$ cat config.mk
export PLATFORM = sky130hd
export DESIGN_NAME = alu_seq
export DESIGN_NICKNAME = d
export VERILOG_FILES = /design/src/rtl/alu_seq.sv
export SDC_FILE = /design/constraint.sdc
export NUM_CORES = 1
export LEC_CHECK = 0
export ABC_AREA = 1
export BUFFER_PORTS_ARGS = -buffer_cell sky130_fd_sc_hd__buf_2
export CAP_MARGIN = 10
export CORE_MARGIN = 1
export CORE_UTILIZATION = 55
export DETAILED_ROUTE_END_ITERATION = 10
export PLACE_DENSITY = 0.77
export SETUP_SLACK_MARGIN = 0.5
export SLEW_MARGIN = 20
export SYNTH_ARGS = -nofsm -noshare
export SYNTH_HDL_FRONTEND = slang
export SYNTH_SLANG_ARGS = --single-unit
$ cat constraint.sdc
create_clock -name clk -period 3.3 [get_ports clk]
set_clock_uncertainty 0.05 [all_clocks]
set_input_delay 0.495 -clock clk [delete_from_list [all_inputs] [get_ports clk]]
set_output_delay 0.495 -clock clk [all_outputs]
set_load 0.01 [all_outputs]
$ cat src/rtl/alu_seq.sv
// alu_seq: handshaked 32-bit ALU with one-bit-per-cycle right shifts.
// Define ALU_SEQ_BARREL_EN to build single-cycle barrel shifts instead (no SHIFT state, no counter).
module alu_seq (
   input  logic        clk,
   input  logic        rst_n,
   input  logic        in_valid,
   output logic        in_ready,
   input  logic [31:0] A,
   input  logic [31:0] B,
   input  logic [2:0]  ALUOp,
   output logic        out_valid,
   input  logic        out_ready,
   output logic [31:0] C,
   output logic        busy
);

`ifdef ALU_SEQ_BARREL_EN
   typedef enum logic [1:0] {IDLE = 2'd0, DONE = 2'd2} state_t;
`else
   typedef enum logic [1:0] {IDLE = 2'd0, SHIFT = 2'd1, DONE = 2'd2} state_t;
`endif

   state_t      state, state_next;
   logic [31:0] c_next;

`ifndef ALU_SEQ_BARREL_EN
   logic [31:0] acc, acc_next;
   logic [4:0]  cnt, cnt_next;
   logic        arith, arith_next;
   logic [31:0] shifted;

   // Arithmetic fill reuses acc[31], which always holds the sign latched from A.
   assign shifted = {(arith & acc[31]), acc[31:1]};
`endif

   always_comb begin
      state_next = state;
      c_next     = C;
`ifndef ALU_SEQ_BARREL_EN
      acc_next   = acc;
      cnt_next   = cnt;
      arith_next = arith;
`endif
      case (state)
         IDLE: begin
            if (in_valid) begin
               state_next = DONE;
               case (ALUOp)
                  3'd0: c_next = A + B;
                  3'd1: c_next = A - B;
                  3'd2: c_next = A & B;
                  3'd3: c_next = A | B;
`ifdef ALU_SEQ_BARREL_EN
                  3'd4: c_next = A >> B[4:0];
                  3'd5: c_next = $signed(A) >>> B[4:0];
`else
                  3'd4, 3'd5: begin
                     if (B[4:0] == 5'd0) begin
                        c_next = A;
                     end else begin
                        acc_next   = A;
                        cnt_next   = B[4:0];
                        arith_next = ALUOp[0];
                        state_next = SHIFT;
                     end
                  end
`endif
                  default: c_next = 32'd0;
               endcase
            end
         end
`ifndef ALU_SEQ_BARREL_EN
         SHIFT: begin
            acc_next = shifted;
            cnt_next = cnt - 5'd1;
            if (cnt == 5'd1) begin
               c_next     = shifted;
               state_next = DONE;
            end
         end
`endif
         DONE: begin
            if (out_ready) state_next = IDLE;
         end
         default: state_next = IDLE;
      endcase
   end

   always_ff @(posedge clk or negedge rst_n) begin
      if (!rst_n) begin
         state <= IDLE;
         C     <= 32'd0;
`ifndef ALU_SEQ_BARREL_EN
         acc   <= 32'd0;
         cnt   <= 5'd0;
         arith <= 1'b0;
`endif
      end else begin
         state <= state_next;
         C     <= c_next;
`ifndef ALU_SEQ_BARREL_EN
         acc   <= acc_next;
         cnt   <= cnt_next;
         arith <= arith_next;
`endif
      end
   end

   assign in_ready  = (state == IDLE);
   assign out_valid = (state == DONE);
   assign busy      = (state != IDLE);

endmodule
==> flow_summary.toml, run 1 <==
[routing]
ant_nets = 0
via_per_inst = 5.75
drt_wl_total_um = 29800
drcViolationCount = 0
wire_per_inst_um = 18.2
drtIter0Drc = 1260
first_pass_iters = 5
vias = 9441

[timing]
tightest_slew_ns = 0.875
setup_slack_ns = 0.210
period_share_pct = 93.6
setup_violations = 0
relSlewSlack_pct = 41.7
rsz0062_at_grt = "yes"
finalHoldViolCount = 0
clock.fmax_mhz = 324
finalMaxSlewViolations = 0
min_period_ns = 3.09

[worst_setup_path]
endpoint_kind = "register"
critPathKind = "input pin to register"
worst_path_most_repeated_cell = "nand2_1"
crit_buf_inv = 3
worstPathArrival_ns = 3.30
slowest_delay_ns = 0.36
cp_top_family = "simple AND/OR/NAND/NOR gates"
path_cells = "buf_2, nor2_1, nand3_1, inv_1, nand3_1, nor4_2, buf_4, xor2_1, o21ai_0, ha_2, a21oi_2, nor2_2, nor2_2, nand2_2, a21oi_2, nand2_1, nand2_1, nand3_2, nand2_1, nand2_1, a21oi_2"
critPathRequiredTime_ns = 3.51
startpoint_type = "input pin"
worstPathMaxFanout = 4
slowest_stage = "ha_2"

[run_status]
status = "complete, no violations"

[grt]
first_global_vias = 8245
overflow = 0
grt_pass1_wl_um = 42300
grtUsageTotal_pct = 38.3
grt_max_degree = 72
antenna_found_initial = 2

[floorplan]
num_rows = 42
die_area_um2 = 14200
pin_count = 106
fp.coreArea_um2 = 13300
die_x_um = 119
fp.dieH_um = 119
start_util_pct = 56.6

[synth]
ys.warnings.count = 0
synth.avg_cell_area_um2 = 6.03
synthesis.nets = 1357
netlist.area_leader.share_pct = 23.6
yosysUniqueCellTypes = 46
synthMuxAreaShare_pct = 0
ys_ff_latch = 71
synth_xor_area_share_pct = 3.61
ys.flop_type = "dfrtp_1"
synth_top_family_by_area = "simple AND/OR/NAND/NOR gates"
synthAdderAreaFrac_pct = 6.41
synth-compound-area-share_pct = 16.9
synth_edf_count = 0
synth_area_leader_cell = "dfrtp_1"
ys_seq_area_share_pct = 23.6
syn_inst = 1248
synth.area.top_cells = "dfrtp_1 24%, nand2_1 16%, inv_1 11%"
yosys.area_share.simple_pct = 35.4
synthArstFlopShare_pct = 100
syn_area_um2 = 7530

[cts]
cts_inserted_buffers = 9
ctsRootBufferMaster = "clkbuf_16"
clk_pin_slew_ns = 0.05
clk_latency_ns = 0.33
clock-sinks = 71
h-tree-depth = 3
tritoncts = "yes"
clk_path_buf_depth = 2

[place]
postPlaceCellArea_um2 = 8800
numPortBuffers = 105
pre_cts_ws_ns = -0.213
globalplace.congestion = 1.03
hpwl_um = 20600

[final_layout]
final_cell_area_um2 = 10800
final_util_pct = 81.3
layout.nets = 1570
drive_above_1_share_pct = 38.6
area_growth_syn_to_layout_pct = 43.5

[power]
peakVddDrop_v = 0.000355
p_per_area_nw_per_um2 = 514
p_leak_nw = 5.54

[job]
drv_cap = 0

[min_path]
hold_class = "input pin to register"
[state kept, by name (all words and copies together), names as in the netlist]
| name | flops |
|---|---|
| arith | 1 |
| C | 32 |
| cnt | 5 |
| state | 2 |
| acc | 31 |
[worst register-to-register path, delay by kind of cell (launching register included)]
| family | cells | cell delay, ns |
|---|---|---|
| AOI/OAI and AO/OA | 3 | 0.46 |
| and+or+nand+nor | 4 | 0.34 |
| buffers and inverters | 3 | 0.77 |
| DFF | 1 | 0.42 |
[synthesized netlist by cell type, types with 5 or more instances]
library cell	n
buf_6	7
o21ai_1	8
o211ai_1	17
nor2_1	183
nand4_1	8
o22ai_1	15
buf_2	18
o21bai_1	5
nor2_2	7
nand2_1	311
nand3_2	7
nand3_1	62
inv_1	213
o21ai_0	88
clkbuf_1	11
and2_1	5
a21oi_1	49
nand3b_1	7
xor2_1	25
a21oi_2	10
ha_1	37
inv_2	10
nand2_2	18
dfrtp_1	71
xnor2_1	6
nor3_1	6
a31oi_1	16
[final timing paths]
| check | start | to | slack [ns] | depth (start not counted) |
|---|---|---|---|---|
| max | B[14] | C[29] | 0.21 | 21 |
| min | out_ready | state[1] | 0.29 | 2 |
| max reg2reg | state[0] | C[16] | 1.19 | 10 |
| min reg2reg | C[2] | C[2] | 0.44 | 2 |
| max in group asynchronous | rst_n | C[18] | 2.32 | 2 |
| min in group asynchronous | rst_n | cnt[4] | 0.32 | 2 |
[through the flow]
stage	hold WS (ns)	std cells	total power [mW]	setup TNS, ns
floorplan	0.149	1248	3.26	0
CTS	0.279	1604	5.14	0
detailed placement	0.427	1574	4.09	-1.28
global placement	0.421	1574	4.03	-1.12
finish	0.286	1643	5.56	0
global route	0.307	1642	5.90	0
[final cells by class]
type | count | area [um2]
fillers | 904 | 2490
clock buffers | 15 | 278
inverters | 224 | 882
flip-flops and latches | 71 | 1780
multi-input cells | 916 | 6000
repair buffers | 239 | 1650
diodes | 2 | 5.00
well taps | 176 | 220
[where the power goes]
group	internal (mW)	switching, mW	total (mW)
Combinational	1.19	1.94	3.12
Sequential	1.31	0.230	1.54
Clock	0.566	0.328	0.895
Total	3.06	2.49	5.56
[what timing repair did]
item | in CTS | in global routing
gates cloned | 0 | 0
hold buffers | 0 | 0
endpoints found under the setup margin | 22 | 27
resized for setup | 112 | 239
buffers inserted | 15 | 37
pin swaps | 50 | 111
[routing by layer]
metal / up-vias / wire [um] / GRT usage, %
met5: - / 13 / 0
met4: 2 / 1190 / 12.8
met3: 104 / 3000 / 4.55
met2: 588 / 13300 / 58.9
met1: 4370 / 12300 / 55.3
li1: 4377 / - / -
[cells in the final DEF, fill, tap and decap left out, types with 6 or more instances in the layout]
master / netlist / final
a21oi_2: 10 / 33
clkbuf_16: 0 / 9
o22ai_1: 15 / 15
inv_2: 10 / 28
o211ai_1: 17 / 17
nand3b_1: 7 / 7
nand3_1: 62 / 37
nand2_2: 18 / 83
buf_2: 18 / 98
nand2_4: 1 / 25
buf_4: 1 / 123
nand3_4: 0 / 7
ha_1: 37 / 11
nand2_1: 311 / 222
o21ai_1: 8 / 9
a31oi_1: 16 / 15
nor2_4: 2 / 24
inv_1: 213 / 183
xor2_1: 25 / 19
nor2_2: 7 / 17
inv_4: 1 / 8
dfrtp_1: 71 / 71
a21oi_1: 49 / 23
ha_4: 0 / 23
o21ai_0: 88 / 81
buf_6: 7 / 13
nor2_1: 183 / 151
nand4_1: 8 / 8
nand3_2: 7 / 25
xor2_2: 0 / 6
[kinds of logic after synthesis]
kind of cell | count (synthesis)
fa+ha+maj | 38
flops | 71
buf+inv | 261
compound gates | 220
simple gates | 627
xor+xnor | 31
(Power assumes the default switching activity.)
==> run 2: changes to the inputs <==
--- a/config.mk
+++ b/config.mk
@@ -6,12 +6,12 @@
 export NUM_CORES = 1
 export LEC_CHECK = 0
 export ABC_AREA = 1
-export BUFFER_PORTS_ARGS = -buffer_cell sky130_fd_sc_hd__buf_2
 export CAP_MARGIN = 10
 export CORE_MARGIN = 1
 export CORE_UTILIZATION = 55
 export DETAILED_ROUTE_END_ITERATION = 10
-export PLACE_DENSITY = 0.77
+export DONT_BUFFER_PORTS = 1
+export PLACE_DENSITY = 0.7
 export SETUP_SLACK_MARGIN = 0.5
 export SLEW_MARGIN = 20
 export SYNTH_ARGS = -nofsm -noshare
==> run 2 against run 1 <==
Compared with the run above: the flow now finishes with violations (negative hold slack); critical path depth rose by 3; count of clock-buffer cells in the layout is 3 lower; non-clock buffer count is 162 lower; utilization down 9.9 points; wire length fell by 7.8%; die area unchanged; sequential cell count did not move; largest power group unchanged.
==> flow_summary.toml, run 2 (synthesis gave the netlist of run 1 again) <==
[floorplan]
die_area_um2 = 14200
fp.dieH_um = 119
num_rows = 42
pin_count = 106
die_x_um = 119
fp.coreArea_um2 = 13300
start_util_pct = 56.6

[cts]
cts_inserted_buffers = 9
clk_pin_slew_ns = 0.06
ctsRootBufferMaster = "clkbuf_16"
tritoncts = "yes"
clk_latency_ns = 0.33
clock-sinks = 71
clk_path_buf_depth = 2
h-tree-depth = 3

[routing]
wire_per_inst_um = 18.6
drt_wl_total_um = 27500
drcViolationCount = 0
ant_nets = 0
drtIter0Drc = 933
via_per_inst = 5.75
vias = 8503
first_pass_iters = 6

[worst_setup_path]
r2r.worst_path.cells = 6
endpoint_kind = "register"
critPathKind = "input pin to register"
worst-r2r-setup-slack_ns = 1.17
critPathRequiredTime_ns = 3.51
r2r_start = "state[1]"
worstPathArrival_ns = 3.17
worstPathMaxFanout = 4
startpoint_type = "input pin"
rr_endpoint = "cnt[1]"

[power]
seq_power_share_pct = 32.7
power.net_switching_mw = 2.29
p_leak_nw = 4.78
p_per_area_nw_per_um2 = 540
swShare_pct = 44.7
peakVddDrop_v = 0.000270
intPower_mw = 2.84
power_frac_comb_pct = 48.3
pwr-share-clk_pct = 19.0

[final_layout]
drive_above_1_share_pct = 26.4
area_growth_syn_to_layout_pct = 26.1
largest-register = "C"
final_util_pct = 71.4
diodes = 0
top_regs = "C: 32 flops, acc: 31 flops, cnt: 5 flops"
final_cell_area_um2 = 9490
largest_reg_flops = 32
final_common_cell = "nand2_1"
layout.nets = 1408
fillers = 1133
final_cell_mix = "245 x nand2_1, 199 x inv_1, 158 x nor2_1"

[timing]
clock.fmax_mhz = 338
min_period_ns = 2.96
setup_violations = 0
rsz0062_at_grt = "yes"
finalMaxSlewViolations = 0
timing.hold.ws_ns = -0.0190
relSlewSlack_pct = 49.8
tightest_slew_ns = 0.752
finalHoldViolCount = 6
period_share_pct = 89.5
setup_slack_ns = 0.345

[job]
drv_cap = 0

[grt]
grt_max_degree = 72
grtUsageTotal_pct = 37.6
overflow = 0
grt_pass1_wl_um = 41300
antenna_found_initial = 0
first_global_vias = 7649

[place]
hpwl_um = 20800
postPlaceCellArea_um2 = 7990
pre_cts_ws_ns = -0.0773
numPortBuffers = 0
globalplace.congestion = 1.03

[min_path]
hold_class = "input pin to asynchronous set/reset pin"

[run_status]
status = "complete, but fails checks"
violations = "negative hold slack"
[run 2: worst max-delay path by stage]
stage | startpoint | to | slack [ns] | cells past startpoint
after CTS | B[4] | C[26] | 0.47 | 21
after global routing | B[24] | C[27] | 0.25 | 21
final | B[0] | C[31] | 0.34 | 24
after global placement | B[3] | C[30] | -0.05 | 21
after floorplan | B[3] | C[31] | 0.46 | 25
after detailed placement | B[3] | C[24] | -0.08 | 20
[run 2: per-layer routing]
layer | part of all wire, % | GRT usage [%] | vias up
li1 | - | - | 4039
met1 | 43 | 55.9 | 3911
met2 | 42 | 53.1 | 484
met3 | 12 | 8.38 | 69
met4 | 3.2 | 12.5 | 0
met5 | 0 | 0 | -
[run 2: what timing repair did]
action	in CTS	in global routing
hold endpoints to repair	71	0
endpoints found under the setup margin	17	23
hold buffers	1	0
setup buffers	12	18
pin swaps	41	92
resized for setup	58	181
cloned	0	1
[run 2: power groups by stage]
| stage | clock network [mW] | registers, mW | logic (mW) |
|---|---|---|---|
| floorplan | 0 | 1.60 | 1.67 |
| global placement | 0 | 1.67 | 2.03 |
| CTS | 0.976 | 1.68 | 2.18 |
| detailed placement | 0 | 1.69 | 2.07 |
| global route | 1.01 | 1.73 | 2.76 |
| finish | 0.973 | 1.68 | 2.48 |
[run 2: critical path, cell delays in order]
cell	delay, ns
inv_6	0.05
ha_4	0.15
inv_6	0.05
nor2_4	0.08
nand3_2	0.08
inv_2	0.09
nand3_4	0.09
inv_4	0.09
nand3_4	0.08
o21ai_4	0.18
nand2_2	0.09
xnor2_2	0.13
ha_1	0.35
nand2_2	0.12
nor3_4	0.22
buf_4	0.14
a21oi_2	0.05
nand2_1	0.09
a21oi_1	0.05
nand2_1	0.08
nand3_2	0.11
nand2_2	0.13
nand2_2	0.06
a21oi_2	0.12
[run 2: stage by stage]
step                      total power [mW]  TNS [ns]  instances  hold slack [ns]
after detailed placement              3.76    -0.354       1432            0.151
after floorplan                       3.26         0       1248            0.149
final                                 5.13         0       1479          -0.0190
after global routing                  5.49         0       1479           0.0135
after global placement                3.71    -0.243       1432            0.151
after CTS                             4.84         0       1460           0.0112
[run 2: area by class of cell]
cell class / instances / area, um2 / area share (%)
clock buffers: 12 / 256 / 2.70
well taps: 176 / 220 / 2.32
inverters: 224 / 870 / 9.16
repair buffers: 77 / 658 / 6.93
multi-input cells: 916 / 5670 / 59.7
clock inverters: 3 / 42.5 / 0.448
flip-flops and latches: 71 / 1780 / 18.7
